--- src/rtl/mem_arb_pkg.sv ---
// Purpose : shared types and constants for the unified-memory arbiter.
// Latency : n/a (types only).
// Backpressure: n/a.
// Contents: arb_state_t FSM encoding, owner encodings, counter width.
// Optional feature macro used by the arbiter: MEM_ARB_RR_EN (round-robin ties).
package mem_arb_pkg;

  typedef enum logic [1:0] {
    ARB_IDLE   = 2'd0,
    ARB_ACCESS = 2'd1,
    ARB_RESP   = 2'd2
  } arb_state_t;

  localparam logic OWN_CPU = 1'b0;
  localparam logic OWN_DBG = 1'b1;

  // Wide enough for MEM_LAT-1 with MEM_LAT up to 15.
  localparam int CNT_W = 4;

endpackage

--- src/rtl/mem_arb_pick.sv ---
// Purpose : combinational winner select between CPU and DBG requests.
// Latency : zero cycles (pure combinational).
// Backpressure: none; caller only consumes the grant while idle.
// Ports   : cpu_req, dbg_req, last (previous winner) -> grant_valid, grant_owner.
// Macro   : MEM_ARB_RR_EN defined = round-robin on ties (grant the port that
//           is not 'last'); undefined = fixed priority, DBG wins ties.
module mem_arb_pick
  import mem_arb_pkg::*;
(
  input  logic cpu_req,
  input  logic dbg_req,
  input  logic last,
  output logic grant_valid,
  output logic grant_owner
);

`ifdef MEM_ARB_RR_EN
  always_comb begin
    grant_valid = cpu_req | dbg_req;
    grant_owner = OWN_CPU;
    if (cpu_req && dbg_req) begin
      // Tie: hand the memory to whichever port did not win last time.
      grant_owner = ~last;
    end else if (dbg_req) begin
      grant_owner = OWN_DBG;
    end
  end
`else
  // Fixed priority has no fairness state; the input is carried for a
  // uniform port list only.
  logic unused_last;
  assign unused_last = last;

  always_comb begin
    grant_valid = cpu_req | dbg_req;
    grant_owner = OWN_CPU;
    // DBG wins any tie, so a busy loader can starve the CPU by design.
    if (dbg_req) begin
      grant_owner = OWN_DBG;
    end
  end
`endif

endmodule

--- src/rtl/mem_arbiter.sv ---
// Purpose : shares one unified I/D memory between the CPU and a debug/loader
//           port, serialising each request into one fixed-latency access.
// Latency : request seen in IDLE at cycle 0 -> mem access cycles 1..MEM_LAT,
//           ack pulse in cycle MEM_LAT+1, re-arbitration in cycle MEM_LAT+2.
// Backpressure: requesters hold req until ack; cpu_stall = cpu_req & ~cpu_ack.
// Ports   : clk/rst (sync, active high); cpu_* and dbg_* request ports
//           (req/we/addr/wdata in, ack/rdata out); cpu_stall; mem_en/mem_we/
//           mem_addr/mem_wdata (registered) and mem_rdata; busy; owner.
// Macro   : MEM_ARB_RR_EN selects round-robin tie breaking (adds 'last' reg);
//           default build uses fixed priority with DBG winning ties.
module mem_arbiter
  import mem_arb_pkg::*;
#(
  parameter int AW      = 32,
  parameter int DW      = 32,
  parameter int MEM_LAT = 2
) (
  input  logic          clk,
  input  logic          rst,
  // CPU port
  input  logic          cpu_req,
  input  logic          cpu_we,
  input  logic [AW-1:0] cpu_addr,
  input  logic [DW-1:0] cpu_wdata,
  output logic          cpu_ack,
  output logic [DW-1:0] cpu_rdata,
  output logic          cpu_stall,
  // Debug / loader port
  input  logic          dbg_req,
  input  logic          dbg_we,
  input  logic [AW-1:0] dbg_addr,
  input  logic [DW-1:0] dbg_wdata,
  output logic          dbg_ack,
  output logic [DW-1:0] dbg_rdata,
  // Memory side
  output logic          mem_en,
  output logic          mem_we,
  output logic [AW-1:0] mem_addr,
  output logic [DW-1:0] mem_wdata,
  input  logic [DW-1:0] mem_rdata,
  // Status
  output logic          busy,
  output logic          owner
);

  localparam logic [CNT_W-1:0] CNT_INIT = CNT_W'(MEM_LAT - 1);

  arb_state_t       state_q;
  arb_state_t       state_d;
  logic             load;        // grant taken this cycle (IDLE -> ACCESS)
  logic             access_done; // last ACCESS cycle, data sampled now

  logic             grant_valid;
  logic             grant_owner;
  logic             last_q;

  logic             owner_q;
  logic             we_q;
  logic [CNT_W-1:0] cnt_q;
  logic [DW-1:0]    rdata_q;

  logic             sel_we;
  logic [AW-1:0]    sel_addr;
  logic [DW-1:0]    sel_wdata;

  // ------------------------------------------------------------------
  // Winner select and request mux
  // ------------------------------------------------------------------
  mem_arb_pick u_pick (
    .cpu_req     (cpu_req),
    .dbg_req     (dbg_req),
    .last        (last_q),
    .grant_valid (grant_valid),
    .grant_owner (grant_owner)
  );

  always_comb begin
    sel_we    = cpu_we;
    sel_addr  = cpu_addr;
    sel_wdata = cpu_wdata;
    if (grant_owner == OWN_DBG) begin
      sel_we    = dbg_we;
      sel_addr  = dbg_addr;
      sel_wdata = dbg_wdata;
    end
  end

  // ------------------------------------------------------------------
  // FSM
  // ------------------------------------------------------------------
  always_ff @(posedge clk) begin
    if (rst) begin
      state_q <= ARB_IDLE;
    end else begin
      state_q <= state_d;
    end
  end

  always_comb begin
    state_d     = state_q;
    load        = 1'b0;
    access_done = 1'b0;
    unique case (state_q)
      ARB_IDLE: begin
        if (grant_valid) begin
          load    = 1'b1;
          state_d = ARB_ACCESS;
        end
      end
      ARB_ACCESS: begin
        if (cnt_q == '0) begin
          access_done = 1'b1;
          state_d     = ARB_RESP;
        end
      end
      ARB_RESP: begin
        // Ack is a single cycle; arbitration resumes in the following IDLE.
        state_d = ARB_IDLE;
      end
      default: begin
        state_d = ARB_IDLE;
      end
    endcase
  end

  // ------------------------------------------------------------------
  // Transaction datapath and registered memory interface
  // ------------------------------------------------------------------
  always_ff @(posedge clk) begin
    if (rst) begin
      owner_q   <= OWN_CPU;
      we_q      <= 1'b0;
      cnt_q     <= '0;
      rdata_q   <= '0;
      mem_en    <= 1'b0;
      mem_we    <= 1'b0;
      mem_addr  <= '0;
      mem_wdata <= '0;
    end else begin
      // Write strobe is only ever set by a fresh grant, so a store is
      // issued exactly once regardless of access length.
      mem_we <= 1'b0;
      if (load) begin
        owner_q   <= grant_owner;
        we_q      <= sel_we;
        cnt_q     <= CNT_INIT;
        mem_en    <= 1'b1;
        mem_we    <= sel_we;
        mem_addr  <= sel_addr;
        mem_wdata <= sel_wdata;
      end else if (state_q == ARB_ACCESS) begin
        if (access_done) begin
          mem_en <= 1'b0;
          if (!we_q) begin
            rdata_q <= mem_rdata;
          end
        end else begin
          cnt_q <= cnt_q - 1'b1;
        end
      end
    end
  end

  // ------------------------------------------------------------------
  // Fairness state: previous winner, only needed for round-robin
  // ------------------------------------------------------------------
`ifdef MEM_ARB_RR_EN
  always_ff @(posedge clk) begin
    if (rst) begin
      // Reset to DBG so the CPU wins the first tie.
      last_q <= OWN_DBG;
    end else if (load) begin
      last_q <= grant_owner;
    end
  end
`else
  assign last_q = OWN_DBG;
`endif

  // ------------------------------------------------------------------
  // Port outputs
  // ------------------------------------------------------------------
  assign busy      = (state_q != ARB_IDLE);
  assign owner     = owner_q;
  assign cpu_ack   = (state_q == ARB_RESP) && (owner_q == OWN_CPU);
  assign dbg_ack   = (state_q == ARB_RESP) && (owner_q == OWN_DBG);
  assign cpu_rdata = rdata_q;
  assign dbg_rdata = rdata_q;
  assign cpu_stall = cpu_req & ~cpu_ack;

endmodule
--- config.mk ---
export PLATFORM = sky130hd
export DESIGN_NAME = mem_arbiter
export DESIGN_NICKNAME = d
export VERILOG_FILES = /design/src/rtl/mem_arb_pkg.sv /design/src/rtl/mem_arb_pick.sv /design/src/rtl/mem_arbiter.sv
export SDC_FILE = /design/constraint.sdc
export NUM_CORES = 1
export LEC_CHECK = 0
export BUFFER_PORTS_ARGS = -buffer_cell sky130_fd_sc_hd__buf_2
export CORE_AREA = 2 2 116 118
export DETAILED_ROUTE_END_ITERATION = 8
export DIE_AREA = 0 0 118 120
export GPL_ROUTABILITY_DRIVEN = 1
export PLACE_DENSITY = 0.71
export SLEW_MARGIN = 20
export SYNTH_ARGS = -nofsm -noshare
export SYNTH_HDL_FRONTEND = slang
export SYNTH_SLANG_ARGS = --single-unit
--- constraint.sdc ---
create_clock -name clk -period 3.2 [get_ports clk]
set_input_delay 0.16 -clock clk [delete_from_list [all_inputs] [get_ports clk]]
set_output_delay 0.16 -clock clk [all_outputs]
set_load 0.1 [all_outputs]
==> reports/summary.txt <==
RSZ-0062 raised after global routing = false
H-tree depth reported by CTS = 3
Routing usage on met3 = 0.0347
Mapped Area = 4940 um^2
GRT Total Usage = 0.183
CP max FO = 32
Area Growth Syn to Fin = 34.6%
Outcome = finished clean
Number of global-route vias before repair = 4218
Buf/Inv on CP = 2
Fin crit period = 2.16 ns
Most common cell after layout, fill and taps aside = buf_2
Distinct cells, synth = 32
Final hold violation count = 0
Die Span Y = 120 um
Mux share of post-synthesis cell area = 0.199
Worst Tran Pin Value = 1.04 ns
Setup crit start kind = register
Die Wd = 118 um
Largest family of logic cells by synthesized area = multiplexers
Vias = 4145
Met2 Track Usage GR = 0.335
Vias/cell = 4.76
Routed Antenna Nets = 0
Initial antenna violation count = 0
CTS sink cnt = 106
Post-Syn Nets = 609
Met1 GRT Util = 0.204
Setup Buffers After CTS = 0
Complex-gate fraction of the synthesized area = 0.168
Fraction of the mapped netlist area in adder cells = 0.00507
Cell family with most CP delay = simple AND/OR/NAND/NOR gates
Total gr overflow = 0
Crit-path slowest cell = or3b_1
DR iter-0 viols = 155
Slew Viols, Final = 0
Global-route wire length before repair = 20500 um
Gr busiest metal = met2
TritonCTS clock tree = built
Post-synth EDFFs = 0
Fill cell count = 1196
PwrDens = 773 nW/um^2
Post-cts hold buffer count = 0
Top FF cell, synth = dfxtp_1
Die area = 14200 um^2
GP Congestion = 0.818
Maximum clock rate = 0.464 GHz
Worst skew pair latency = 0.35 ns
Worst setup EP type = register
Final wirelength = 13200 um
CTS resizes = 0
Mapped Cells = 441
Tcrit/Tclk final = 0.674
PortBufs = 300
Asr flop ratio synth = 0
# DRC = 0
Crit-path max cell delay = 0.50 ns
Pre-Repair DR Iteration Count = 4
Avg WL per Cell = 15.2 um
Utilization after layout = 0.512
Most frequent cells in the layout = buf_2 (299), dfxtp_1 (106), mux2i_1 (98)
Max-slew headroom = 0.310
Synth Area in Simple Gates = 0.110
Cell breakdown of the critical path = inv_1 > ha_1 > or3b_1 > nor3_4 > buf_4 > mux2i_1
Diode count = 0
WS Path Type = register to register
Synthesized area per cell = 11.2 um^2
Clock-pin slew on the worst setup and hold paths = 0.07 ns
Total negative setup slack = 0 ns
Synthesis warning total = 0
Setup violations, final = 0
Std cell rows = 42
P_leak = 3.31 nW
Core area = 13000 um^2
Nets = 858
Register bit total from synthesis = 106
Crit path DAT = 2.43 ns
Worst VDD drop = 0.000349 V
Class of the worst hold path = primary input to register
Skew final = 0.00491 ns
Largest net degree at the start of global routing = 67
Register area share after synthesis = 0.430
Top Ports = 301
Critical Path RT = 3.47 ns
Root Buffer = clkbuf_16
Starting Density = 0.381
Dpl hpwl = 10100 um
Share of cells above drive strength 1 = 0.509
Post-Synth XOR/XNOR Area = 0
CTS Buf Count = 9
Maxcap violations = 0
Clk buf depth = 2
==> final timing paths <==
kind	start	end	slack, ns	cells past startpoint
min reg2reg	mem_wdata[27]	mem_wdata[27]	0.46	1
max reg2reg	cnt_q[0]	cpu_rdata[5]	1.04	6
max	cnt_q[0]	cpu_rdata[5]	1.04	6
min	mem_rdata[27]	cpu_rdata[27]	0.07	3
==> state kept, by name, indices dropped and copies added (netlist names) <==
register	flops
we_q	1
state_q	2
mem_we	1
mem_wdata	32
mem_en	1
owner	1
cpu_rdata	32
cnt_q	4
mem_addr	32
==> layer usage <==
metal  vias up  wire (um)
met5         -          0
met4         0        319
met3        19        836
met2       199       6730
met1      1881       5360
li1       2046          -
==> Yosys cell counts (2+ instances only) <==
library cell	count	area [um^2]
clkbuf_1	18	67.6
o2bb2ai_2	28	420
dfxtp_1	106	2120
a21oi_1	4	20.0
nor2b_1	4	25.0
nand2_1	2	7.51
nor2_1	2	7.51
buf_2	7	35.0
ha_1	2	25.0
buf_4	35	263
nand2b_1	66	413
o21ai_0	4	20.0
o2bb2ai_1	37	324
buf_6	4	45.0
or4_1	2	15.0
buf_1	4	15.0
inv_1	4	15.0
mux2i_1	98	981
==> logic make-up after synthesis <==
logic type | after synthesis
compound gates | 78
fa+ha+maj | 2
buf+inv | 72
flops | 106
mux | 98
simple gates | 85
==> per-stage QoR <==
stage / cell area, um^2 / setup WS, ns / hold slack, ns / instances / total power, W
finish: 6650 / 1.04 / 0.0691 / 871 / 0.00514
global route: 6650 / 0.881 / 0.0616 / 871 / 0.00532
CTS: 6650 / 1.04 / 0.0498 / 871 / 0.00520
detailed placement: 6300 / 1.06 / 0.428 / 855 / 0.00390
global placement: 6300 / 1.18 / 0.421 / 855 / 0.00387
floorplan: 4940 / 0.0963 / 0.315 / 441 / 0.00357
==> area by class of cell <==
type | instances | area (um^2) | area share
clock buffer | 10 | 239 | 0.0359
clock inverter | 6 | 113 | 0.0169
inverter | 4 | 15.0 | 0.00226
multi-input combinational | 263 | 2390 | 0.359
sequential | 106 | 2120 | 0.319
tap | 176 | 220 | 0.0331
timing repair buffer | 306 | 1550 | 0.233
==> worst register-to-register path: cells and delay by family, from the launching register on <==
family	cells	cell delay, ns
AND/OR/NAND/NOR	2	0.65
buffers and inverters	2	0.60
flip-flops	1	0.35
multiplexers	1	0.29
adder cells (fa/ha/maj)	1	0.19
==> power breakdown <==
group | leakage (nW) | internal, W | switching [W] | total, W
Sequential | 0.871 | 0.00149 | 0.000118 | 0.00160
Combinational | 2.26 | 0.000412 | 0.00185 | 0.00226
Clock | 0.173 | 0.000789 | 0.000489 | 0.00128
Total | 3.31 | 0.00269 | 0.00245 | 0.00514
Power figures use the tool's default switching activity.
